**src/rtl/pipe_stage_skid_if.sv**
```systemverilog
// Valid/ready bundle carrying a control word and a data word between pipeline stages.
// The master drives valid/ctrl/data and the slave answers with ready.
interface pipe_stage_skid_if #(
  parameter int CTRL_W = 8,
  parameter int DATA_W = 101
) ();
  logic              valid;
  logic              ready;
  logic [CTRL_W-1:0] ctrl;
  logic [DATA_W-1:0] data;

  modport master (output valid, output ctrl, output data, input ready);
  modport slave  (input valid, input ctrl, input data, output ready);
endinterface

```
**src/rtl/pipe_stage_skid.sv**
```systemverilog
// Elastic pipeline stage with a 2-entry skid buffer, registered ready and synchronous flush.
// Define PIPE_STAGE_PERF_EN to add the saturating stall counter port stall_cnt_o.
module pipe_stage_skid #(
  parameter int CTRL_W = 8,
  parameter int DATA_W = 101
) (
  input  logic              CLK,
  input  logic              RSTn,
  input  logic              flush_i,
  pipe_stage_skid_if.slave  up,
  pipe_stage_skid_if.master dn
`ifdef PIPE_STAGE_PERF_EN
  ,
  output logic [31:0]       stall_cnt_o
`endif
);

  // Bit 0 marks the main entry valid, bit 1 the skid entry valid.
  typedef enum logic [1:0] {
    EMPTY = 2'b00,
    ONE   = 2'b01,
    FULL  = 2'b11
  } state_e;

  state_e            state_q;
  logic [CTRL_W-1:0] mCtrl_q;
  logic [DATA_W-1:0] mData_q;
  logic [CTRL_W-1:0] sCtrl_q;
  logic [DATA_W-1:0] sData_q;
  logic              inFire;

  assign up.ready = ~state_q[1];
  assign dn.valid = state_q[0];
  assign dn.ctrl  = mCtrl_q;
  assign dn.data  = mData_q;

  assign inFire = up.valid & ~state_q[1];

  // mCtrl_q is cleared whenever the main entry empties so bubbles carry no control bits.
  always_ff @(posedge CLK) begin
    if (!RSTn) begin
      state_q <= EMPTY;
      mCtrl_q <= '0;
    end else if (flush_i) begin
      state_q <= EMPTY;
      mCtrl_q <= '0;
    end else begin
      case (state_q)
        EMPTY: begin
          if (inFire) begin
            state_q <= ONE;
            mCtrl_q <= up.ctrl;
            mData_q <= up.data;
          end
        end
        ONE: begin
          if (inFire && dn.ready) begin
            mCtrl_q <= up.ctrl;
            mData_q <= up.data;
          end else if (inFire) begin
            state_q <= FULL;
            sCtrl_q <= up.ctrl;
            sData_q <= up.data;
          end else if (dn.ready) begin
            state_q <= EMPTY;
            mCtrl_q <= '0;
          end
        end
        FULL: begin
          if (dn.ready) begin
            state_q <= ONE;
            mCtrl_q <= sCtrl_q;
            mData_q <= sData_q;
          end
        end
        default: begin
          state_q <= EMPTY;
          mCtrl_q <= '0;
        end
      endcase
    end
  end

`ifdef PIPE_STAGE_PERF_EN
  logic [31:0] stallCnt_q;
  logic [31:0] stallCnt_d;

  // Flush does not clear the counter; only reset does.
  always_comb begin
    stallCnt_d = stallCnt_q;
    if (state_q[0] && !dn.ready && (stallCnt_q != 32'hFFFF_FFFF)) begin
      stallCnt_d = stallCnt_q + 32'd1;
    end
  end

  always_ff @(posedge CLK) begin
    if (!RSTn) begin
      stallCnt_q <= '0;
    end else begin
      stallCnt_q <= stallCnt_d;
    end
  end

  assign stall_cnt_o = stallCnt_q;
`endif

endmodule

```
**src/flat_wrapper.sv**
```systemverilog
// flat-port wrapper written by rule: the top's interface ports become plain ports
module pipe_stage_skid_flat 
#(
  parameter int CTRL_W = 8,
  parameter int DATA_W = 101
)
  (CLK, RSTn, flush_i, up_valid, up_ctrl, up_data, up_ready, dn_valid, dn_ctrl, dn_data, dn_ready);
  pipe_stage_skid_if #(.CTRL_W(CTRL_W), .DATA_W(DATA_W)) up_i ();
  pipe_stage_skid_if #(.CTRL_W(CTRL_W), .DATA_W(DATA_W)) dn_i ();
  input  logic CLK;
  input  logic RSTn;
  input  logic flush_i;
  input wire logic [$bits(up_i.valid)-1:0] up_valid;
  input wire logic [$bits(up_i.ctrl)-1:0] up_ctrl;
  input wire logic [$bits(up_i.data)-1:0] up_data;
  output wire logic [$bits(up_i.ready)-1:0] up_ready;
  output wire logic [$bits(dn_i.valid)-1:0] dn_valid;
  output wire logic [$bits(dn_i.ctrl)-1:0] dn_ctrl;
  output wire logic [$bits(dn_i.data)-1:0] dn_data;
  input wire logic [$bits(dn_i.ready)-1:0] dn_ready;
  assign up_i.valid = up_valid;
  assign up_i.ctrl = up_ctrl;
  assign up_i.data = up_data;
  assign up_ready = up_i.ready;
  assign dn_valid = dn_i.valid;
  assign dn_ctrl = dn_i.ctrl;
  assign dn_data = dn_i.data;
  assign dn_i.ready = dn_ready;
  pipe_stage_skid #(.CTRL_W(CTRL_W), .DATA_W(DATA_W)) u_core (.CLK(CLK), .RSTn(RSTn), .flush_i(flush_i), .up(up_i), .dn(dn_i));
endmodule
```
**config.mk**
```make
export PLATFORM = sky130hd
export DESIGN_NAME = pipe_stage_skid_flat
export DESIGN_NICKNAME = d
export VERILOG_FILES = /design/src/rtl/pipe_stage_skid_if.sv /design/src/rtl/pipe_stage_skid.sv /design/src/flat_wrapper.sv
export SDC_FILE = /design/constraint.sdc
export NUM_CORES = 1
export LEC_CHECK = 0
export BUFFER_PORTS_ARGS = -buffer_cell sky130_fd_sc_hd__buf_2
export CORE_UTILIZATION = 52
export DETAILED_ROUTE_END_ITERATION = 10
export GPL_ROUTABILITY_DRIVEN = 1
export GPL_TIMING_DRIVEN = 0
export PLACE_DENSITY = 0.83
export SETUP_SLACK_MARGIN = 0.15
export SLEW_MARGIN = 20
export SYNTH_ARGS = -nofsm -noshare
export SYNTH_HDL_FRONTEND = slang
export SYNTH_SLANG_ARGS = --single-unit
```
**constraint.sdc**
```tcl
create_clock -name CLK -period 12.45 [get_ports CLK]
set_input_delay 0 -clock CLK [delete_from_list [all_inputs] [get_ports CLK]]
set_output_delay 0 -clock CLK [all_outputs]
set_load 0.02 [all_outputs]
```
# == Word-level counts from Yosys, hierarchy flattened ==
# Index checks and enable logic that the tools add are counted.
# totals
output_inout_bits,111
inputBits,114
regBits,220
wordCells,43
# op_classes
eq_ne,9
n_reduce_logical,8
n_bitwise,5
muxes,16
# op_table
operator,n
101-bit two-way mux,3
101-bit one-hot mux with 3 select lines,1
8-bit two-way mux,5
8-bit one-hot mux with 3 select lines,1
2-bit two-way mux,5
4-bit AND reduction,2
"3-bit by 2-bit inequality test with 1-bit output, second input constant",2
2-bit one-hot mux with 3 select lines,1
6-bit AND reduction,1
5-bit AND reduction,1
"2-bit by 1-bit inequality test with 1-bit output, second input constant",2
"2-bit inequality test, second input constant",2
1-bit inverter,4
"3-bit inequality test, second input constant",1
3-bit nonzero test,1
"2-bit by 1-bit == test with 1-bit output, second input constant",1
"2-bit == test, second input constant",1
2-bit logical NOT,1
2-bit OR reduction,1
1-bit bitwise AND,1
1-bit logical AND,1

# == Logic depth before layout (Yosys ltp) ==
# depth
depth_word,5
depth_mapped,7
depth_no_buf,6

# == Worst setup path before layout ==
# No wires, ideal clock.
# synth_timing
path_type,reg2reg
startpoint,reg u_core.state_q[1]
endpoint,reg u_core.sCtrl_q[0] (enable)
required_ps,11738
n_path_buf,0
t_arrival_ps,8425
path_slack_ps,3313
stages_incl_launch_ff,5
period_less_slack_ps,9137
setup_time_ps,712
path_cell_list,dfxtp_1 > inv_1 > ha_1 > nand3b_1 > nor3_1
# synth_via
elab_chain_cells,5
elab_cells_between_ends,6
classes_between,1 x eq/ne; 3 x bitwise; 2 x reduce/logical
# synth_rtl
item,line,text
start: declaration,pipe_stage_skid.sv:25,state_e state_q;
start signal: assignment,pipe_stage_skid.sv:42,state_q <= EMPTY;
start signal: assignment,pipe_stage_skid.sv:45,state_q <= EMPTY;
start signal: assignment,pipe_stage_skid.sv:51,state_q <= ONE;
1-bit inverter *,--,
via up_ready,flat_wrapper.sv:16,output wire logic [$bits(up_i.ready)-1:0] up_ready;
1-bit bitwise AND *,pipe_stage_skid.sv:37,assign inFire = up.valid & ~state_q[1];
1-bit logical AND,pipe_stage_skid.sv:57,if (inFire && dn.ready) begin
1-bit inverter (no line),--,
5-bit AND reduction (no line) *,--,
end signal: assignment,pipe_stage_skid.sv:62,sCtrl_q <= up.ctrl;
end: declaration,pipe_stage_skid.sv:28,logic [CTRL_W-1:0] sCtrl_q;
# Mark *: on every way through the listed nets, which the timed path passes. The rest lies on a longest branch.
# A chain may end at the register's enable or synchronous reset.

# == Worst setup path after layout ==
# layout_timing
startpoint,reg u_core.state_q[1]
endpoint,reg u_core.sData_q[67] (enable)
# layout_via
elab_chain_cells,5
elab_cells_between_ends,6
classes_between,1 x eq/ne; 3 x bitwise; 2 x reduce/logical
# layout_rtl
item,line,text
1-bit inverter,pipe_stage_skid.sv:37,
1-bit bitwise AND,pipe_stage_skid.sv:37,
1-bit logical AND,pipe_stage_skid.sv:57,
1-bit inverter (no line),--,
5-bit AND reduction (no line) *,--,
end signal: assignment,pipe_stage_skid.sv:63,sData_q <= up.data;
end: declaration,pipe_stage_skid.sv:29,logic [DATA_W-1:0] sData_q;
# Mark *: on every way between the ends. The rest lies on a longest branch, timed or not.

==> flow_summary.json <==
{
  "run_status": "completed",
  "slowest_delay_ns": 0.63,
  "initialDrtViolationCount": 380,
  "cp-end-kind": "register",
  "core_area_sq_um": 15300,
  "drive_gt1_share_pct": 51.9,
  "grt_max_degree": 15,
  "avgSynthCellArea_sq_um": 20.7,
  "grt-ovfl-total": 0,
  "syn-num-nets": 516,
  "ys.warnings.count": 0,
  "fin_setup_tns_ns": 0,
  "critical_path_buf_inv_count": 5,
  "numCtsBuffers": 23,
  "finalCritPeriodShare_pct": 23.6,
  "cts_max_path_buffers": 3,
  "drv_cap": 0,
  "vias": 5233,
  "wl_per_cell_um": 19.9,
  "fin_crit_ns": 2.94,
  "cp.required_ns": 12.64,
  "drv_slew": 0,
  "crit_type": "reg -> reg",
  "start_kind": "register",
  "dpl.hpwl_um": 11600,
  "worst_slew_pin_slew_ns": 0.722,
  "fin_area_sq_um": 11600,
  "hold_viol": 0,
  "ys_async_sr_fraction_pct": 0,
  "cts_max_level": 1,
  "post-route-util_pct": 76.0,
  "min_path_type": "in -> reg",
  "dpl_worst_slack_ns": 9.60,
  "cts_root_buf": "clkbuf_16",
  "antenna_left": 0,
  "cpMaxStageDelayCell": "nor3_2",
  "dpl-instance-area_sq_um": 9820,
  "clock-skew-final_ns": 0.0141,
  "grt_pass1_vias": 5711,
  "ys.flop_type": "edfxtp_1",
  "cp.arrival_ns": 3.13,
  "synth_area_sq_um": 8240,
  "cp_cell_sequence": "inv_1, ha_1, nand3b_1, nor3_2, buf_4, buf_4, buf_6, buf_6",
  "ys_seq_area_share_pct": 78.9,
  "layout_setup_ws_ns": 9.51,
  "num_rows": 45,
  "area.growth.synth_to_final_pct": 41.1,
  "gp_congestion": 0.774,
  "critical-path-top-delay-family": "buffers and inverters",
  "fp.dieH_um": 128,
  "clock.fmax_ghz": 0.340,
  "pin_count": 225,
  "ys_ff_latch": 220,
  "dr.pass1.iters": 5,
  "wirelength_um": 20000,
  "die_x_um": 128,
  "grt_pass1_wl_um": 30800,
  "leakagePower_nw": 4.44,
  "relSlewSlack_pct": 51.6,
  "rsz0062_at_grt": "false",
  "diodes": 0,
  "synth_cell_types": 33,
  "die-area_sq_um": 16400,
  "finalNetCount": 897,
  "start_util_pct": 53.8,
  "synth_edf_count": 210,
  "insertion_delay_ns": 0.48,
  "r2r_setup_slack_ns": 9.51,
  "cts_setup_buffers": 0,
  "worst_ir_drop_vdd_v": 0.000163,
  "syn_inst": 398,
  "antenna_found_initial": 0,
  "power.density_nw_per_um2": 138,
  "cts_tree": "done",
  "clock_sinks": 220,
  "viasPerCell": 5.21,
  "drcViolationCount": 0,
  "crit_fanout": 11,
  "io_buffers": 224,
  "finalSetupViolCount": 0,
  "path_clk_slew_ns": 0.06,
  "grtUsageTotal_pct": 24.7
}
[layout make-up]
type / count / area [sq um]
flip-flops and latches: 220 / 6510
fillers: 829 / 3680
repair buffers: 356 / 2410
multi-input cells: 161 / 1640
clock buffers: 27 / 591
well taps: 211 / 264
plain buffers: 15 / 111
clock inverters: 13 / 109
inverters: 2 / 7.51
[cells in the final DEF, fill, tap and decap left out, drive strengths merged, types with 2 or more instances in the layout]
| master | n |
|---|---|
| nor2 | 4 |
| nand2b | 3 |
| nand2 | 4 |
| inv | 2 |
| o21ai | 8 |
| a22o | 7 |
| buf | 259 |
| dlygate4sd3 | 111 |
| dfxtp | 10 |
| a21oi | 7 |
| clkinv | 11 |
| nand3 | 8 |
| bufinv | 2 |
| nor2b | 3 |
| ha | 4 |
| clkbuf | 28 |
| mux2 | 101 |
| edfxtp | 210 |
[path summary, 6_finish.rpt]
check               startpoint            endpoint  depth (start not counted)
max          u_core.state_q[1]  u_core.sData_q[67]                          8
min                   dn_ready  u_core.sData_q[52]                          2
min reg2reg  u_core.dn.ctrl[7]   u_core.dn.ctrl[7]                          2
max reg2reg  u_core.state_q[1]  u_core.sData_q[67]                          8
[Yosys cell counts (2+ instances only)]
cell      number  area share (%)
edfxtp_1     210              76
nand2b_4       2            0.33
o21ai_2        8            0.85
nand3_1        8            0.49
a22o_2         4            0.49
nor2_1         2           0.091
ha_1           4            0.61
dfxtp_1       10             2.4
nor2b_1        3            0.23
nand2_1        4            0.18
a21oi_1        7            0.42
mux2_2       101              14
inv_1          2           0.091
buf_2          2            0.12
buf_4         11             1.0
a22o_1         3            0.32
[metal layers]
layer	global-route usage (%)	share of wire, %	routed length [um]
met2	44.6	52	10300
met1	29.7	39	7700
met5	0	0	0
met4	6.51	2.1	427
met3	5.97	7.5	1510
[cells by family (layout without fill, tap and decap cells)]
logic type                 after synthesis  after routing  synth area share (%)
and+or+nand+nor                         28             28                  2.16
AOI/OAI and AO/OA                       28             28                  3.08
DFF                                    220            220                  78.9
adders and majority gates                4              4                 0.607
muxes                                  101            101                  13.8
buffers and inverters                   17            413                  1.44
[stage by stage]
step	instances	power, mW	hold slack (ns)
floorplan	398	0.906	0.0989
global placement	833	0.947	0.190
CTS	1005	1.61	0.00806
global route	1005	1.65	0.0343
detailed placement	854	0.951	0.192
finish	1005	1.61	0.0364
[power by group]
part           switching (mW)  internal (mW)
combinational          0.0664         0.0668
clock                   0.260          0.378
sequential            0.00549          0.830
total                   0.332           1.28
[flip-flops by register name, indices dropped and copies added, names as in the netlist]
name and count:
u_core.dn.data 101, u_core.state_q 2, u_core.sData_q 101, u_core.dn.ctrl 8, u_core.sCtrl_q 8
[what timing repair did]
item,in CTS,in global routing
hold endpoints to repair,220,0
hold buffers,111,0
setup endpoints to repair,0,0
resized for setup,0,0
Power figures use the tool's default switching activity.
